<file path="src/rtl/pipe_stage_if.sv">
// pipe_stage_if: handshake/payload bundle between a pipeline stage and its pipe_stage_reg.
interface pipe_stage_if #(
    parameter int DATA_W  = 32,
    parameter int CTRL_W  = 24,
    parameter int STALL_W = 6
);
    logic [STALL_W-1:0] stall;
    logic               flush;
    logic               in_valid;
    logic [CTRL_W-1:0]  in_ctrl;
    logic [DATA_W-1:0]  in_data;
    logic               out_valid;
    logic [CTRL_W-1:0]  out_ctrl;
    logic [DATA_W-1:0]  out_data;
    logic [1:0]         act;
    logic [7:0]         hold_cnt;
    logic               perf_clr;
    logic [31:0]        perf_stall;
    logic [31:0]        perf_bubble;
    modport master (
        output stall, flush, in_valid, in_ctrl, in_data, perf_clr,
        input  out_valid, out_ctrl, out_data, act, hold_cnt, perf_stall, perf_bubble
    );
    modport slave (
        input  stall, flush, in_valid, in_ctrl, in_data, perf_clr,
        output out_valid, out_ctrl, out_data, act, hold_cnt, perf_stall, perf_bubble
    );
endinterface

</file>
<file path="src/rtl/pipe_stage_reg.sv">
// pipe_stage_reg: inter-stage pipeline register with flush, stall-vector hold/bubble and hold tracking.
// Define PIPE_STAGE_PERF_EN to build the stall/bubble performance counters.
module pipe_stage_reg #(
    parameter int DATA_W               = 32,
    parameter int CTRL_W               = 24,
    parameter int STALL_W              = 6,
    parameter int STAGE                = 3,
    parameter bit CLEAR_DATA_ON_BUBBLE = 1'b1
) (
    input logic         clk,
    input logic         rst,
    pipe_stage_if.slave bus
);
    typedef enum logic [1:0] {ACT_FLUSH, ACT_ADV, ACT_HOLD, ACT_BUB} act_t;

    logic              r_valid;
    logic [CTRL_W-1:0] r_ctrl;
    logic [DATA_W-1:0] r_data;
    act_t              r_act;
    logic [7:0]        r_hold;
    logic              w_s_up;
    logic              w_s_dn;
    logic              w_take;
    act_t              w_act;
    logic [DATA_W-1:0] w_data;
    logic              w_unused;

    assign w_s_up   = bus.stall[STAGE];
    assign w_unused = ^{bus.stall, bus.perf_clr};

    // The last stage has nobody downstream to stall it, so it can only bubble.
    generate
        if (STAGE < STALL_W - 1) begin : g_dn
            assign w_s_dn = bus.stall[STAGE+1];
        end else begin : g_top
            assign w_s_dn = 1'b0;
        end
    endgenerate

    always_comb begin
        w_act  = bus.flush ? ACT_FLUSH : !w_s_up ? ACT_ADV : w_s_dn ? ACT_HOLD : ACT_BUB;
        w_take = (w_act == ACT_ADV) && bus.in_valid;
        w_data = (w_act == ACT_ADV && (bus.in_valid || !CLEAR_DATA_ON_BUBBLE)) ? bus.in_data
               : CLEAR_DATA_ON_BUBBLE ? '0 : r_data;
    end

    always_ff @(posedge clk) begin
        if (rst) begin
            r_valid <= 1'b0;
            r_ctrl  <= '0;
            r_data  <= '0;
            r_act   <= ACT_FLUSH;
            r_hold  <= '0;
        end else begin
            r_act  <= w_act;
            r_hold <= (w_act != ACT_HOLD) ? 8'd0 : (r_hold == 8'hFF) ? r_hold : r_hold + 8'd1;
            if (w_act != ACT_HOLD) begin
                r_valid <= w_take;
                r_ctrl  <= w_take ? bus.in_ctrl : '0;
                r_data  <= w_data;
            end
        end
    end

    assign bus.out_valid = r_valid;
    assign bus.out_ctrl  = r_ctrl;
    assign bus.out_data  = r_data;
    assign bus.act       = r_act;
    assign bus.hold_cnt  = r_hold;

`ifdef PIPE_STAGE_PERF_EN
    logic [31:0] r_perf_stall;
    logic [31:0] r_perf_bubble;

    always_ff @(posedge clk) begin
        if (rst || bus.perf_clr) begin
            r_perf_stall  <= '0;
            r_perf_bubble <= '0;
        end else begin
            r_perf_stall  <= r_perf_stall + {31'd0, w_act == ACT_HOLD};
            r_perf_bubble <= r_perf_bubble + {31'd0, w_act == ACT_BUB};
        end
    end

    assign bus.perf_stall  = r_perf_stall;
    assign bus.perf_bubble = r_perf_bubble;
`else
    assign bus.perf_stall  = '0;
    assign bus.perf_bubble = '0;
`endif
endmodule

</file>
<file path="src/flat_wrapper.sv">
// flat-port wrapper written by rule: the top's interface ports become plain ports
module pipe_stage_reg_flat 
#(
    parameter int DATA_W               = 32,
    parameter int CTRL_W               = 24,
    parameter int STALL_W              = 6,
    parameter int STAGE                = 3,
    parameter bit CLEAR_DATA_ON_BUBBLE = 1'b1
)
  (clk, rst, bus_stall, bus_flush, bus_in_valid, bus_in_ctrl, bus_in_data, bus_perf_clr, bus_out_valid, bus_out_ctrl, bus_out_data, bus_act, bus_hold_cnt, bus_perf_stall, bus_perf_bubble);
  pipe_stage_if #(.DATA_W(DATA_W), .CTRL_W(CTRL_W), .STALL_W(STALL_W)) bus_i ();
  input logic clk;
  input logic rst;
  input wire logic [$bits(bus_i.stall)-1:0] bus_stall;
  input wire logic [$bits(bus_i.flush)-1:0] bus_flush;
  input wire logic [$bits(bus_i.in_valid)-1:0] bus_in_valid;
  input wire logic [$bits(bus_i.in_ctrl)-1:0] bus_in_ctrl;
  input wire logic [$bits(bus_i.in_data)-1:0] bus_in_data;
  input wire logic [$bits(bus_i.perf_clr)-1:0] bus_perf_clr;
  output wire logic [$bits(bus_i.out_valid)-1:0] bus_out_valid;
  output wire logic [$bits(bus_i.out_ctrl)-1:0] bus_out_ctrl;
  output wire logic [$bits(bus_i.out_data)-1:0] bus_out_data;
  output wire logic [$bits(bus_i.act)-1:0] bus_act;
  output wire logic [$bits(bus_i.hold_cnt)-1:0] bus_hold_cnt;
  output wire logic [$bits(bus_i.perf_stall)-1:0] bus_perf_stall;
  output wire logic [$bits(bus_i.perf_bubble)-1:0] bus_perf_bubble;
  assign bus_i.stall = bus_stall;
  assign bus_i.flush = bus_flush;
  assign bus_i.in_valid = bus_in_valid;
  assign bus_i.in_ctrl = bus_in_ctrl;
  assign bus_i.in_data = bus_in_data;
  assign bus_i.perf_clr = bus_perf_clr;
  assign bus_out_valid = bus_i.out_valid;
  assign bus_out_ctrl = bus_i.out_ctrl;
  assign bus_out_data = bus_i.out_data;
  assign bus_act = bus_i.act;
  assign bus_hold_cnt = bus_i.hold_cnt;
  assign bus_perf_stall = bus_i.perf_stall;
  assign bus_perf_bubble = bus_i.perf_bubble;
  pipe_stage_reg #(.DATA_W(DATA_W), .CTRL_W(CTRL_W), .STALL_W(STALL_W), .STAGE(STAGE), .CLEAR_DATA_ON_BUBBLE(CLEAR_DATA_ON_BUBBLE)) u_core (.clk(clk), .rst(rst), .bus(bus_i));
endmodule
</file>
<file path="config.mk">
export PLATFORM = sky130hd
export DESIGN_NAME = pipe_stage_reg_flat
export DESIGN_NICKNAME = d
export VERILOG_FILES = /design/src/rtl/pipe_stage_if.sv /design/src/rtl/pipe_stage_reg.sv /design/src/flat_wrapper.sv
export SDC_FILE = /design/constraint.sdc
export NUM_CORES = 1
export LEC_CHECK = 0
export BUFFER_PORTS_ARGS = -buffer_cell sky130_fd_sc_hd__buf_2
export CAP_MARGIN = 15
export CORE_ASPECT_RATIO = 1.2
export CORE_MARGIN = 2
export CORE_UTILIZATION = 37
export CTS_CLUSTER_SIZE = 14
export DETAILED_ROUTE_END_ITERATION = 10
export PLACE_DENSITY_LB_ADDON = 0.08
export REMOVE_ABC_BUFFERS = 1
export SETUP_SLACK_MARGIN = 0.5
export SYNTH_ARGS = -nofsm -noshare
export SYNTH_HDL_FRONTEND = slang
export SYNTH_SLANG_ARGS = --single-unit
</file>
<file path="constraint.sdc">
create_clock -name clk -period 1.36 [get_ports clk]
set_input_delay 0.068 -clock clk [delete_from_list [all_inputs] [get_ports clk]]
set_output_delay 0.068 -clock clk [all_outputs]
set_load 0.05 [all_outputs]
</file>
==> results of run 1 <==
kinds of logic after synthesis:
group | after synthesis
fa+ha+maj | 1
buf+inv | 80
flops | 67
compound gates | 70
mux | 1
other cells | 1
simple gates | 35
final timing paths:
kind | start | to | slack [ns] | cells after the start
max reg2reg | u_core.bus.hold_cnt[0] | u_core.bus.hold_cnt[7] | 0.14 | 4
max | u_core.bus.hold_cnt[0] | u_core.bus.hold_cnt[7] | 0.14 | 4
min reg2reg | u_core.bus.out_ctrl[16] | u_core.bus.out_ctrl[16] | 0.48 | 1
min | bus_stall[3] | u_core.bus.act[0] | 0.02 | 2
critical path, delay by kind of cell (launching register included):
family	cells	cell delay, ns
fa+ha+maj	1	0.17
simple gates	1	0.20
compound gates	2	0.41
flops	1	0.34
sequential cells by signal, indices dropped and copies added (netlist names):
register and count:
u_core.bus.hold_cnt 8, u_core.bus.act 2, u_core.bus.out_ctrl 24, u_core.bus.out_data 32, u_core.bus.out_valid 1
metrics by stage:
stage / setup TNS [ns] / cells
final: 0 / 552
after global routing: 0 / 552
after CTS: 0 / 548
after detailed placement: 0 / 466
after global placement: 0 / 466
after floorplan: -56.72 / 239
repair_timing:
action	in CTS	in global routing
setup buffers	8	4
resized for setup	244	30
hold buffers	58	0
pin swaps	12	6
setup endpoints to repair	75	75
hold endpoints to repair	57	0
cells in the mapped netlist, types with 2 or more instances:
cell type | n | area share [%]
dfxtp_1 | 67 | 48
nor3_1 | 7 | 1.3
a31oi_1 | 2 | 0.45
nand2_1 | 3 | 0.41
buf_12 | 2 | 1.4
a22o_1 | 47 | 15
a21oi_1 | 3 | 0.54
nand4_1 | 2 | 0.45
buf_4 | 65 | 18
nand3_1 | 4 | 0.72
buf_6 | 6 | 2.4
buf_2 | 5 | 0.90
a211oi_1 | 2 | 0.54
a22oi_1 | 9 | 2.4
nor2_1 | 10 | 1.4
per-layer routing:
layer  global-route usage (%)  vias to the layer above
met5                        0                        -
met4                     7.94                        0
met3                     6.62                       11
met2                     30.1                      110
met1                     20.3                     1162
li1                         -                     1196
power by group:
| part | internal [mW] | switching, mW |
|---|---|---|
| logic | 0.300 | 0.637 |
| registers | 1.99 | 0.0309 |
| clock network | 0.953 | 0.777 |
final cells by class:
cell class / count / area, µm² / share of cell area, %
clock inverter: 5 / 60.1 / 1.23
inverter: 1 / 3.75 / 0.0767
timing repair buffer: 207 / 2030 / 41.5
clock buffer: 11 / 151 / 3.09
sequential: 67 / 1440 / 29.4
tap: 90 / 113 / 2.30
multi-input combinational: 171 / 1090 / 22.3
==> results.toml, run 1 <==
[run_status]
status = "completed"

[finish]
final_cell_mix = "conb_1, buf_2, dfxtp_2"
final_area_um2 = 4890
final_common_cell = "conb_1"
drive_gt1_share_pct = 53.2
areaGrowthSynthToFinish_pct = 76.2
nFillCells = 545
nets = 525
utilization_pct = 67.3
antenna-diode-count = 0

[critical_path]
cpPeakStageDelay_ns = 0.34
critPathKind = "reg -> reg"
critPathCaptureType = "flop"
crit_path_start_kind = "flop"
crit_path_max_fanout = 4
arrival_ns = 1.45
crit_chain = "ha_4, nand4b_1, o31a_1, o21a_1"
crit_slowest_cell = "dfxtp_2"
cp.required_ns = 1.59

[clock_tree]
root_buffer = "clkbuf_8"
path_clk_slew_ns = 0.07
clock_path_buffers = 2
clock_latency_ns = 0.33
h-tree-depth = 3
clock_sinks = 67
cts_buffers = 9
cts_tree = "built"

[global_routing]
grt_pass1_wl_um = 11900
grt_overflow = 0
track_usage_pct = 17.9
first_global_vias = 2421
grt_max_degree = 47
antenna_found_initial = 0

[place]
dp_hpwl_um = 4160
place.gp.congestion = 0.696
place_ws_ns = 0.0436
placed_cell_area_um2 = 3240
place.port_buffers = 128

[drt]
wl_met3_um = 612
ant_nets = 0
maxUsedRoutingLayer = "met4"
wirelength_um = 7640
first_pass_iters = 4
drc = 0
dr_wl_met2_um = 3910
vias_per_cell = 4.49
num_vias = 2479
post_drt_wl_per_cell_um = 13.8
wl_met1_um = 3010
drt_iter0_drc = 48

[timing]
finalClockSkew_ns = 0.00531
fin_crit_ns = 1.22
fmax_ghz = 0.821
finalCritPeriodShare_pct = 89.6
slew_violations = 0
hold_violations = 0
setup_slack_ns = 0.141
rsz0062_at_grt = "yes"
setup_violations = 0
whs_ns = 0.0240

[synth]
synth-seq-area-share_pct = 48.3
synth_top_flop_cell = "dfxtp_1"
synth_mux_area_share_pct = 0.360
synth_edf_count = 0
synth_cells = 255
synth_area_um2 = 2780
synth-xor-area-share_pct = 0
ys_types = 36
synth_compound_gate_area_share_pct = 20.9
synth-simple-area-share_pct = 7.30
ys_async_sr_fraction_pct = 0
syn_area_per_cell_um2 = 10.9
synth_top_family_by_area = "buffers and inverters"
synth_fa_ha_area_share_pct = 0.450
synth_warnings = 0
ys_seq_elements = 67

[die]
core_area_um2 = 7270
rows = 34
ios = 198
dieWidth_um = 83.1
start_util_pct = 38.2
die_area_um2 = 8220
die_h_um = 98.9

[power_and_ir_drop]
p_leak_nw = 2.22
ir_drop_uv = 597
p_per_area_nw_per_um2 = 958
total_power_mw = 4.69

[worst_hold_path]
hold_path.class = "in -> reg"

[flow_run]
maxCapViolCount = 0
Note: power is estimated with default switching activity, not from simulation.
==> run 2, diff against run 1 <==
--- a/config.mk
+++ b/config.mk
@@ -7,9 +7,11 @@
 export LEC_CHECK = 0
 export BUFFER_PORTS_ARGS = -buffer_cell sky130_fd_sc_hd__buf_2
 export CAP_MARGIN = 15
+export CELL_PAD_IN_SITES_DETAIL_PLACEMENT = 2
+export CELL_PAD_IN_SITES_GLOBAL_PLACEMENT = 2
 export CORE_ASPECT_RATIO = 1.2
 export CORE_MARGIN = 2
-export CORE_UTILIZATION = 37
+export CORE_UTILIZATION = 20
 export CTS_CLUSTER_SIZE = 14
 export DETAILED_ROUTE_END_ITERATION = 10
 export PLACE_DENSITY_LB_ADDON = 0.08
==> run 2 against run 1 <==
Via count grew 3.9%. Worst hold slack lost 0.013 ns. First-iteration DRC count shrank 2.1%. Critical endpoint is now u_core.bus.hold_cnt[0]. Non-clock buffer count grew 5. Core utilization shrank 29 points. Cell area grew 6.3%.
==> results.toml, run 2 (same netlist as run 1, synthesis figures left out) <==
[drt]
num_vias = 2575
drt_iter0_drc = 47
ant_nets = 0
dr_wl_met2_um = 4640
first_pass_iters = 3
wl_met3_um = 804
maxUsedRoutingLayer = "met4"
post_drt_wl_per_cell_um = 14.3
wirelength_um = 9120
wl_met1_um = 3520
vias_per_cell = 4.04
drc = 0

[power_and_ir_drop]
seqPwrFrac_pct = 38.9
intPower_mw = 3.69
power_frac_clock_pct = 42.7
p_sw_share_pct = 29.1
ir_drop_uv = 458
p_per_area_nw_per_um2 = 1000
p_sw_mw = 1.52
p_leak_nw = 2.32
combPwrFrac_pct = 18.3

[timing]
slew_violations = 0
finalCritPeriodShare_pct = 87.7
fmax_ghz = 0.839
setup_violations = 0
finalClockSkew_ns = 0.00438
hold_violations = 0
fin_crit_ns = 1.19
rsz0062_at_grt = "yes"

[worst_hold_path]
hold_depth = 3
hold_path.class = "in -> reg"
hold_end = "u_core.bus.out_data[23]"
hp-start = "bus_in_data[23]"

[flow_run]
maxCapViolCount = 0

[die]
ios = 198
rows = 47
start_util_pct = 20.3
dieWidth_um = 112
core_area_um2 = 13700
die_area_um2 = 14900
die_h_um = 133

[finish]
final-seq-area_um2 = 1440
nets = 530
multi_input_area_um2 = 1130
drive_gt1_share_pct = 54.6
areaGrowthSynthToFinish_pct = 87.3
largest_reg_flops = 32
finalNonFillerCells = 638
antenna-diode-count = 0
final_area_um2 = 5200
nFillCells = 1496
final_common_cell = "conb_1"
final_cell_mix = "conb_1, buf_8, dfxtp_2"

[critical_path]
arrival_ns = 1.39
critPathLaunch = "u_core.bus.hold_cnt[1]"
r2r_slack_ns = 0.17
crit_path_start_kind = "flop"
crit_path_max_fanout = 3
r2r_end = "u_core.bus.hold_cnt[0]"
cp.required_ns = 1.55
critPathKind = "reg -> reg"
critPathCaptureType = "flop"
reg2reg_depth = 5
rr_startpoint = "u_core.bus.hold_cnt[1]"

[clock_tree]
h-tree-depth = 3
path_clk_slew_ns = 0.05
root_buffer = "clkbuf_16"
clock_sinks = 67
clock_latency_ns = 0.32
cts_tree = "built"
clock_path_buffers = 2
cts_buffers = 9

[global_routing]
grt_overflow = 0
first_global_vias = 2785
grt_max_degree = 49
antenna_found_initial = 0
track_usage_pct = 12.1
grt_pass1_wl_um = 14300

[place]
place.port_buffers = 128
place.gp.congestion = 0.687
dp_hpwl_um = 5870
placed_cell_area_um2 = 3370
dp_cells = 549

[run_status]
status = "completed"
-- run 2: cell count changes in the layout (fill, tap and decap cells not counted), moves of 2 or more --
cell           before  now
buf_8              53   63
clkbuf_16           0    9
clkbuf_8           11    3
buf_6              17   10
buf_4              16   20
dlygate4sd3_1      58   55
nor3_2              3    1
nor3_4              0    2
-- run 2: area by class of cell --
class	count	area share, %
clock buffers	13	5.19
clock inverters	3	0.409
inverters	1	0.0722
multi-input cells	171	21.7
flip-flops and latches	67	27.6
well taps	171	4.11
repair buffers	212	40.8
-- run 2: critical path, stage by stage, from the launching register on --
cell     delay (ns)
dfxtp_2        0.36
ha_4           0.15
buf_6          0.09
nand4_1        0.17
nor3_2         0.24
nor3_1         0.06
-- run 2: power by group through the flow --
stage	clock, mW	sequential (mW)	combinational [mW]
3_5_place_dp	0	2.06	0.744
3_3_place_gp	0	2.06	0.739
4_1_cts	2.33	2.02	0.934
6_report	2.22	2.03	0.953
2_1_floorplan	0	2.18	0.440
5_1_grt	2.43	2.03	1.00
-- run 2: metal layers --
layer	vias to the layer above	track usage (%)
li1	1203	-
met1	1243	13.4
met2	116	20.5
met3	13	5.41
met4	0	4.12
met5	-	0
-- run 2: repair_timing --
action | CTS | global route
endpoints found under the hold margin | 55 | 0
gates cloned | 0 | 0
pin swaps | 11 | 9
buffers inserted | 7 | 11
resized for setup | 268 | 25
endpoints found under the setup margin | 75 | 76
hold buffers | 55 | 0
-- run 2: how the worst max path moves through the flow --
stage / to / slack, ns / cells past startpoint
after floorplan: u_core.bus.out_ctrl[0] / -1.15 / 2
after global placement: u_core.bus.hold_cnt[5] / 0.06 / 4
after detailed placement: u_core.bus.hold_cnt[5] / 0.07 / 4
after CTS: u_core.bus.hold_cnt[0] / 0.15 / 5
after global routing: u_core.bus.hold_cnt[0] / 0.07 / 5
final: u_core.bus.hold_cnt[0] / 0.17 / 5
-- run 2: stage by stage --
| stage | setup slack (ns) | hold slack (ns) | util (%) | TNS (ns) | power [mW] |
|---|---|---|---|---|---|
| after floorplan | -1.15 | 0.140 | - | -56.72 | 2.62 |
| after global placement | 0.0603 | 0.277 | 24.6 | 0 | 2.80 |
| after detailed placement | 0.0673 | 0.283 | 24.6 | 0 | 2.80 |
| after CTS | 0.152 | 0.00242 | 36.6 | 0 | 5.29 |
| after global routing | 0.0722 | 0.0217 | 38.0 | 0 | 5.45 |
| final | 0.167 | 0.0113 | 38.0 | 0 | 5.20 |
